## src/rtl/gat_bram_load_bridge_if.sv

```systemverilog
// rtl/gat_bram_load_bridge_if.sv - host/core bus bundle for the GAT BRAM load bridge
interface gat_bram_load_bridge_if #(
    parameter int TOP_WIDTH = 32,
    parameter int NUM_CH    = 3,
    parameter int DATA_W    = 27,
    parameter int ADDR_W    = 18,
    parameter int RD_ADDR_W = 16
);
    localparam int BEATS  = (DATA_W + TOP_WIDTH - 1) / TOP_WIDTH;
    localparam int BEAT_W = (BEATS > 1) ? $clog2(BEATS) : 1;
    localparam int HA_W   = ADDR_W + BEAT_W + 2;
    localparam int CNT_W  = ADDR_W + 1;

    logic                        start;
    logic [NUM_CH*CNT_W-1:0]     expected_words;
    logic [NUM_CH-1:0]           host_ena;
    logic [NUM_CH-1:0]           host_wea;
    logic [NUM_CH*HA_W-1:0]      host_addr;
    logic [NUM_CH*TOP_WIDTH-1:0] host_din;
    logic [NUM_CH-1:0]           bram_we;
    logic [NUM_CH*ADDR_W-1:0]    bram_addr;
    logic [NUM_CH*DATA_W-1:0]    bram_din;
    logic [NUM_CH-1:0]           load_done;
    logic                        core_start;
    logic                        core_done;
    logic                        ready;
    logic                        err_overflow;
    logic                        err_proto;
    logic [RD_ADDR_W+1:0]        rd_addr;
    logic [RD_ADDR_W-1:0]        core_rd_addr;
    logic [TOP_WIDTH-1:0]        core_rd_data;
    logic [TOP_WIDTH-1:0]        rd_dout;

    modport slave (
        input  start, expected_words, host_ena, host_wea, host_addr, host_din,
               core_done, rd_addr, core_rd_data,
        output bram_we, bram_addr, bram_din, load_done, core_start, ready,
               err_overflow, err_proto, core_rd_addr, rd_dout
    );

    modport master (
        output start, expected_words, host_ena, host_wea, host_addr, host_din,
               core_done, rd_addr, core_rd_data,
        input  bram_we, bram_addr, bram_din, load_done, core_start, ready,
               err_overflow, err_proto, core_rd_addr, rd_dout
    );
endinterface

```

## src/rtl/gat_bram_load_bridge.sv

```systemverilog
// rtl/gat_bram_load_bridge.sv - host-to-core BRAM load bridge with word packing and layer sequencing
module gat_bram_load_bridge #(
    parameter int TOP_WIDTH = 32,
    parameter int NUM_CH    = 3,
    parameter int DATA_W    = 27,
    parameter int ADDR_W    = 18,
    parameter int RD_ADDR_W = 16
) (
    input  logic                  clk,
    input  logic                  rst,
    gat_bram_load_bridge_if.slave bus
);
    localparam int BEATS  = (DATA_W + TOP_WIDTH - 1) / TOP_WIDTH;
    localparam int BEAT_W = (BEATS > 1) ? $clog2(BEATS) : 1;
    localparam int HA_W   = ADDR_W + BEAT_W + 2;
    localparam int CNT_W  = ADDR_W + 1;

    typedef enum logic [2:0] {ST_IDLE, ST_LOAD, ST_ARM, ST_BUSY, ST_DONE} state_t;

    state_t state_q;
    logic   core_start_q, ready_q;

    logic [NUM_CH-1:0]                      wr, last;
    logic [NUM_CH-1:0][BEAT_W-1:0]          beat;
    logic [NUM_CH-1:0][ADDR_W-1:0]          word;
    logic [NUM_CH-1:0][CNT_W-1:0]           expected_q, expected_d, count_q, count_d;
    logic [NUM_CH-1:0][BEATS*TOP_WIDTH-1:0] asm_q, asm_d, merged;
    logic [NUM_CH-1:0]                      bram_we_q, bram_we_d, load_done_q, load_done_d;
    logic [NUM_CH-1:0][ADDR_W-1:0]          bram_addr_q, bram_addr_d;
    logic [NUM_CH-1:0][DATA_W-1:0]          bram_din_q, bram_din_d;
    logic                                   err_ov_q, err_ov_d, err_pr_q, err_pr_d;
    logic [TOP_WIDTH-1:0]                   rd_dout_q;
    logic                                   start_ok, in_load, unused_sink;

    assign start_ok = bus.start && (state_q == ST_IDLE || state_q == ST_DONE);
    assign in_load  = (state_q == ST_LOAD);

    // Decode each channel's host strobe into beat index, word address and last-beat flag
    always_comb begin
        for (int c = 0; c < NUM_CH; c++) begin
            wr[c]   = bus.host_ena[c] & bus.host_wea[c];
            beat[c] = (BEATS == 1) ? '0 : bus.host_addr[c*HA_W+2 +: BEAT_W];
            word[c] = bus.host_addr[c*HA_W+BEAT_W+2 +: ADDR_W];
            last[c] = (int'(beat[c]) == BEATS - 1);
        end
    end

    // Byte-lane bits, the beat field when BEATS=1 and assembly bits above DATA_W are don't-cares
    always_comb unused_sink = ^{bus.host_addr, bus.rd_addr[1:0], merged};

    // Beat assembly, word completion, per-channel counting and sticky error flags
    always_comb begin
        expected_d  = expected_q;
        count_d     = count_q;
        asm_d       = asm_q;
        load_done_d = load_done_q;
        bram_we_d   = '0;
        bram_addr_d = bram_addr_q;
        bram_din_d  = bram_din_q;
        err_ov_d    = err_ov_q;
        err_pr_d    = err_pr_q;
        merged      = asm_q;
        if (start_ok) begin
            err_ov_d = 1'b0;
            err_pr_d = 1'b0;
            for (int c = 0; c < NUM_CH; c++) begin
                expected_d[c]  = bus.expected_words[c*CNT_W +: CNT_W];
                count_d[c]     = '0;
                load_done_d[c] = (expected_d[c] == '0);
            end
        end
        for (int c = 0; c < NUM_CH; c++) begin
            merged[c][int'(beat[c])*TOP_WIDTH +: TOP_WIDTH] = bus.host_din[c*TOP_WIDTH +: TOP_WIDTH];
            if (wr[c]) begin
                if (!in_load) begin
                    err_pr_d = 1'b1;
                end else if (last[c]) begin
                    if (count_q[c] == expected_q[c]) begin
                        err_ov_d = 1'b1;
                    end else begin
                        bram_we_d[c]   = 1'b1;
                        bram_addr_d[c] = word[c];
                        bram_din_d[c]  = merged[c][DATA_W-1:0];
                        count_d[c]     = count_q[c] + CNT_W'(1);
                        if (count_d[c] == expected_q[c]) load_done_d[c] = 1'b1;
                    end
                end else if (int'(beat[c]) < BEATS - 1) begin
                    asm_d[c] = merged[c];
                end
            end
        end
    end

    // Datapath registers and the readback output stage
    always_ff @(posedge clk or posedge rst) begin
        if (rst) begin
            expected_q  <= '0;
            count_q     <= '0;
            asm_q       <= '0;
            load_done_q <= '0;
            bram_we_q   <= '0;
            bram_addr_q <= '0;
            bram_din_q  <= '0;
            err_ov_q    <= 1'b0;
            err_pr_q    <= 1'b0;
            rd_dout_q   <= '0;
        end else begin
            expected_q  <= expected_d;
            count_q     <= count_d;
            asm_q       <= asm_d;
            load_done_q <= load_done_d;
            bram_we_q   <= bram_we_d;
            bram_addr_q <= bram_addr_d;
            bram_din_q  <= bram_din_d;
            err_ov_q    <= err_ov_d;
            err_pr_q    <= err_pr_d;
            rd_dout_q   <= bus.core_rd_data;
        end
    end

    // Layer sequencer: load, arm the core with a one-cycle start, wait for done, expose results
    always_ff @(posedge clk or posedge rst) begin
        if (rst) begin
            state_q      <= ST_IDLE;
            core_start_q <= 1'b0;
            ready_q      <= 1'b0;
        end else begin
            core_start_q <= 1'b0;
            case (state_q)
                ST_IDLE: if (bus.start) state_q <= ST_LOAD;
                ST_LOAD: if (&load_done_q) state_q <= ST_ARM;
                ST_ARM: begin
                    state_q      <= ST_BUSY;
                    core_start_q <= 1'b1;
                end
                ST_BUSY: if (bus.core_done) begin
                    state_q <= ST_DONE;
                    ready_q <= 1'b1;
                end
                ST_DONE: if (bus.start) begin
                    state_q <= ST_LOAD;
                    ready_q <= 1'b0;
                end
                default: state_q <= ST_IDLE;
            endcase
        end
    end

    assign bus.bram_we      = bram_we_q;
    assign bus.bram_addr    = bram_addr_q;
    assign bus.bram_din     = bram_din_q;
    assign bus.load_done    = load_done_q;
    assign bus.core_start   = core_start_q;
    assign bus.ready        = ready_q;
    assign bus.err_overflow = err_ov_q;
    assign bus.err_proto    = err_pr_q;
    assign bus.core_rd_addr = bus.rd_addr[RD_ADDR_W+1:2];
    assign bus.rd_dout      = rd_dout_q;
endmodule
```

## src/flat_wrapper.sv

```systemverilog
// flat-port wrapper written by rule: the top's interface ports become plain ports
module gat_bram_load_bridge_flat 
#(
    parameter int TOP_WIDTH = 32,
    parameter int NUM_CH    = 3,
    parameter int DATA_W    = 27,
    parameter int ADDR_W    = 18,
    parameter int RD_ADDR_W = 16
)
  (clk, rst, bus_start, bus_expected_words, bus_host_ena, bus_host_wea, bus_host_addr, bus_host_din, bus_core_done, bus_rd_addr, bus_core_rd_data, bus_bram_we, bus_bram_addr, bus_bram_din, bus_load_done, bus_core_start, bus_ready, bus_err_overflow, bus_err_proto, bus_core_rd_addr, bus_rd_dout);
  gat_bram_load_bridge_if #(.TOP_WIDTH(TOP_WIDTH), .NUM_CH(NUM_CH), .DATA_W(DATA_W), .ADDR_W(ADDR_W), .RD_ADDR_W(RD_ADDR_W)) bus_i ();
  input  logic clk;
  input  logic rst;
  input wire logic [$bits(bus_i.start)-1:0] bus_start;
  input wire logic [$bits(bus_i.expected_words)-1:0] bus_expected_words;
  input wire logic [$bits(bus_i.host_ena)-1:0] bus_host_ena;
  input wire logic [$bits(bus_i.host_wea)-1:0] bus_host_wea;
  input wire logic [$bits(bus_i.host_addr)-1:0] bus_host_addr;
  input wire logic [$bits(bus_i.host_din)-1:0] bus_host_din;
  input wire logic [$bits(bus_i.core_done)-1:0] bus_core_done;
  input wire logic [$bits(bus_i.rd_addr)-1:0] bus_rd_addr;
  input wire logic [$bits(bus_i.core_rd_data)-1:0] bus_core_rd_data;
  output wire logic [$bits(bus_i.bram_we)-1:0] bus_bram_we;
  output wire logic [$bits(bus_i.bram_addr)-1:0] bus_bram_addr;
  output wire logic [$bits(bus_i.bram_din)-1:0] bus_bram_din;
  output wire logic [$bits(bus_i.load_done)-1:0] bus_load_done;
  output wire logic [$bits(bus_i.core_start)-1:0] bus_core_start;
  output wire logic [$bits(bus_i.ready)-1:0] bus_ready;
  output wire logic [$bits(bus_i.err_overflow)-1:0] bus_err_overflow;
  output wire logic [$bits(bus_i.err_proto)-1:0] bus_err_proto;
  output wire logic [$bits(bus_i.core_rd_addr)-1:0] bus_core_rd_addr;
  output wire logic [$bits(bus_i.rd_dout)-1:0] bus_rd_dout;
  assign bus_i.start = bus_start;
  assign bus_i.expected_words = bus_expected_words;
  assign bus_i.host_ena = bus_host_ena;
  assign bus_i.host_wea = bus_host_wea;
  assign bus_i.host_addr = bus_host_addr;
  assign bus_i.host_din = bus_host_din;
  assign bus_i.core_done = bus_core_done;
  assign bus_i.rd_addr = bus_rd_addr;
  assign bus_i.core_rd_data = bus_core_rd_data;
  assign bus_bram_we = bus_i.bram_we;
  assign bus_bram_addr = bus_i.bram_addr;
  assign bus_bram_din = bus_i.bram_din;
  assign bus_load_done = bus_i.load_done;
  assign bus_core_start = bus_i.core_start;
  assign bus_ready = bus_i.ready;
  assign bus_err_overflow = bus_i.err_overflow;
  assign bus_err_proto = bus_i.err_proto;
  assign bus_core_rd_addr = bus_i.core_rd_addr;
  assign bus_rd_dout = bus_i.rd_dout;
  gat_bram_load_bridge #(.TOP_WIDTH(TOP_WIDTH), .NUM_CH(NUM_CH), .DATA_W(DATA_W), .ADDR_W(ADDR_W), .RD_ADDR_W(RD_ADDR_W)) u_core (.clk(clk), .rst(rst), .bus(bus_i));
endmodule
```

## config.mk

```make
export PLATFORM = sky130hd
export DESIGN_NAME = gat_bram_load_bridge_flat
export DESIGN_NICKNAME = d
export VERILOG_FILES = /design/src/rtl/gat_bram_load_bridge_if.sv /design/src/rtl/gat_bram_load_bridge.sv /design/src/flat_wrapper.sv
export SDC_FILE = /design/constraint.sdc
export NUM_CORES = 1
export LEC_CHECK = 0
export CAP_MARGIN = 15
export CORE_AREA = 3 3 181 183
export DETAILED_ROUTE_END_ITERATION = 12
export DIE_AREA = 0 0 184 186
export PLACE_DENSITY = 0.73
export SETUP_SLACK_MARGIN = 0.1
export SLEW_MARGIN = 20
export SYNTH_ARGS = -nofsm -noshare
export SYNTH_HDL_FRONTEND = slang
export SYNTH_SLANG_ARGS = --single-unit
```

## constraint.sdc

```tcl
create_clock -name clk -period 26.9 [get_ports clk]
set_input_delay 5.38 -clock clk [delete_from_list [all_inputs] [get_ports clk]]
set_output_delay 5.38 -clock clk [all_outputs]
set_load 0.02 [all_outputs]
```

[Word-level counts from Yosys, hierarchy flattened]
Cells that the tools add are included.
Storage, ports and cells
  bits in registers: 294
  logic and storage cells: 114
  bits of input ports: 276
  output and inout port bits: 193
Cells by class
  equality and inequality tests: 14
  mux-type cells: 57
  bitwise gates (word level): 6
  reduce and logical (&&, ||, !) cells: 14
  add/sub/neg operators: 3
Operator list (count)
  $mux W19: 9
  $eq A19 B19 Y1: 6
  $add A19 B1 Y19 const B: 3
  $logic_not A19 Y1: 3
  $mux W57: 1
  $mux W1: 41
  $reduce_and A3 Y1: 6
  $mux W3: 4
  $pmux W3 S4: 1
  $eq A3 B2 Y1 const B: 2
  $ne A2 B2 Y1 const B: 3
  $and A1 B1 Y1: 3
  $eq A3 B1 Y1 const B: 1
  $eq A3 B3 Y1 const B: 1
  $logic_not A3 Y1: 1
  $not A1 Y1: 3
  $ne A2 B1 Y1 const B: 1
  $pmux W1 S2: 1
  $reduce_bool A2 Y1: 1
  $reduce_or A2 Y1: 1
  $logic_and A1 B1 Y1: 1
  $logic_or A1 B1 Y1: 1

[Longest topological paths before layout]
  depth in word-level cells: 13
  gate-level depth with buffers: 11
  depth with buffers taken out: 8

[Worst setup path after synthesis]
Ideal clock, no wire load.
  path kind: input to output
  start: input bus_rd_addr[2]
  end: output bus_core_rd_addr[0]
  setup slack: 16006 ps
  data required time: 21520 ps
  stages on the path: 1
  data arrival time: 5514 ps
  path buffers: 1
  path through: buf_4
RTL lines
  start: declaration: RTL line flat_wrapper.sv:21  | input wire logic [$bits(bus_i.rd_addr)-1:0] bus_rd_addr;
  end: declaration: RTL line flat_wrapper.sv:31  | output wire logic [$bits(bus_i.core_rd_addr)-1:0] bus_core_rd_addr;
No word-level cell between the ends.

[Worst setup path in the final report]
  start: input bus_rd_addr[3]
  end: output bus_core_rd_addr[1]
No word-level cell between the ends.

==> out/metrics.cfg <==
[power_and_ir_drop]
powerDensity_nw_per_um2 = 101
power.share.switching_pct = 34.7
switching_power_uw = 663
power_uw = 1910
share_comb_of_total_power_pct = 37.5
clockPowerShare_pct = 25.9
p_int_uw = 1250
leakagePower_uw = 0.00839
peakVddDrop_mv = 0.0612
p_seq_share_pct = 36.6

[detailed_routing]
drtIter0Drc = 627
drt-total-wl_um = 37800
dr.pass1.iters = 5
wire_per_inst_um = 17.3
route.detailed.drc = 0
via_count = 11400
viasPerCell = 5.23
postRouteAntennaNets = 0

[timing]
rsz0062_at_grt = false
setup_viol = 0
setup_tns_ns = 0
timing.hold.ws_ns = 0.470
relSlewSlack_pct = 35.8
finalClockSkew_ns = 0.0208
max_freq_mhz = 92.9
setup_slack_ns = 16.14
post-route-min-period_ns = 10.76
tightest_slew_ns = 0.963
final-hold-violation-count = 0
finalMaxSlewViolations = 0
layout_worst_path_cycle_share_pct = 40.0

[layout]
finalNonFillerCells = 2187
nets = 2039
multi_input_area_um2 = 5680
drive_gt1_share_pct = 7.90
n_fill_cell = 2691
area_delta_synth_final_pct = 39.9
register_area_um2 = 7360

[die]
rows = 65
core-area_um2 = 31400
ioPinCount = 469
die-area_um2 = 34200
fp.dieH_um = 186
die_w_um = 184
start_util_pct = 43.2

[grt]
grt_usage_pct = 21.4
grt-ovfl-total = 0
antenna_found_initial = 2
grt_max_degree = 85
grt_pass1_wl_um = 59500
grt_pass1_vias = 11300

[logic_synthesis]
syn-mean-instance-area_um2 = 9.71
synth_async_sr_flop_share_pct = 100
ys_seq_area_share_pct = 54.2
ys_top_cells_by_count = nand2_1, dfrtp_1, mux2_2, nor2_1, o21ai_0
synth.area.top_cells = dfrtp_1, nand2_1, mux2_2
synth_edf_count = 0
synth_top_area_share_pct = 54.2
yosysWarnings = 0
synthFlopType = dfrtp_1
synth.cell_area_um2 = 13600
synthCells = 1398
synth_most_common_cell = nand2_1
ys_types = 68
synth_top_area_cell = dfrtp_1
ys_ff_latch = 294
synth_fp_nets = 1677

[cts]
htree_levels = 2
cts_tree = done
cts.clk_slew.worst_paths_ns = 0.05
numCtsBuffers = 34
cts_resized = 0
cts_setup_buffers = 0
clk_latency_ns = 0.50
hold_buffers = 0
cts_buffer_depth = 3
clock_tree.root_cell = clkbuf_16
cts_sinks = 294

[placed_design]
post-place-ws_ns = 16.14
gp_congestion = 0.894
numPortBuffers = 410
dpl.cell_count = 2126
dp_hpwl_um = 27400

[min_path]
min_path_type = reg -> reg

[flow_run]
max-cap-violations = 0

[critical_path]
cp_max_fo = 1
critPathCaptureType = output pin
rrSetupSlack_ns = 23.55
start_kind = input pin
worstPathRequired_ns = 21.52
critPathKind = in -> out
arrival_ns = 5.38

[run_status]
status = finished, final reports clean

metal layers:
metal / routed length [µm] / global-route usage (%) / vias up
met5: 13 / 0 / -
met4: 719 / 5.14 / 2
met1: 15000 / 27.0 / 5485
met3: 3500 / 6.72 / 58
li1: - / - / 5445
met2: 18600 / 36.0 / 440
placed cells by master, fill, tap and decap left out, drive strengths merged, types with 4 or more instances in the layout:
cell and count:
o41ai 7, nor4 27, o31ai 26, nor3 18
mux2 57, nand2 471, and2 4, buf 8
a21oi 16, dfrtp 294, and3 14, a31oi 8
nand3b 5, mux2i 17, o21ai 45, inv 17
nand4 24, or3 7, o311ai 6, and4 4
clkbuf 52, nand2b 14, nor2 45, nand3 34
a211oi 4, bufinv 4, clkdlybuf4s50 410, xnor2 42
o211ai 21, nor2b 5, xor2 43
power groups by stage:
stage	combinational, µW	clock (µW)	sequential, µW
detailed placement	719	0	704
finish	717	494	699
CTS	723	509	699
global placement	708	0	696
floorplan	298	0	803
global route	780	526	719
stage by stage:
stage	util (%)	area, µm²
6_report	60.5	19000
5_1_grt	60.5	19000
4_1_cts	60.5	19000
3_5_place_dp	56.6	17800
3_3_place_gp	56.6	17800
2_1_floorplan	-	13600
state kept, by name (all words and copies together), names as in the netlist:
name	cells
u_core.bus.ready	1
u_core.bus.load_done	3
u_core.bus.bram_addr	54
u_core.bus.core_start	1
u_core.state_q	3
u_core.bus.bram_we	3
u_core.bus.err_proto	1
u_core.bus.err_overflow	1
u_core.bus.rd_dout	32
u_core.count_q	57
u_core.bus.bram_din	81
u_core.expected_q	57
logic make-up after synthesis:
family / after synthesis / synth area share [%]
AOI/OAI and AO/OA: 151 / 7.65
adders and majority gates: 3 / 0.277
DFF: 294 / 54.2
xor gates and xnor gates: 85 / 5.54
and+or+nand+nor: 683 / 22.2
muxes: 74 / 5.98
buffers and inverters: 108 / 4.17
worst reg2reg max path, cell delays in order (launching register included):
cell     delay [ns]
dfrtp_1        0.46
xor2_1         0.23
nor4_1         0.36
nand4_1        0.26
o41ai_4        0.26
buf_4          0.66
inv_2          0.59
nand2_1        0.34
nand2_1        0.07
worst paths after layout:
kind                                                     start                                    to  cells after the start
max in group asynchronous                                  rst  u_core.bus.bram_addr[40]$_DFFE_PP0P_                      4
min reg2reg                u_core.bus.bram_din[72]$_DFFE_PP0P_   u_core.bus.bram_din[72]$_DFFE_PP0P_                      2
max                                             bus_rd_addr[3]                   bus_core_rd_addr[1]                      0
min                        u_core.bus.bram_din[72]$_DFFE_PP0P_   u_core.bus.bram_din[72]$_DFFE_PP0P_                      2
max reg2reg                       u_core.count_q[30]$_DFF_PP0_   u_core.bus.bram_din[50]$_DFFE_PP0P_                      8
min in group asynchronous                                  rst   u_core.bus.bram_addr[3]$_DFFE_PP0P_                      2
area by class of cell:
class,count,share of cell area [%]
clock inverter,8,0.790
clock buffer,52,5.65
inverter,16,0.356
timing repair buffer,418,21.9
tap,402,2.65
multi-input combinational,996,29.9
sequential,294,38.7
antenna,1,0.0132
Power figures use the tool's default switching activity.
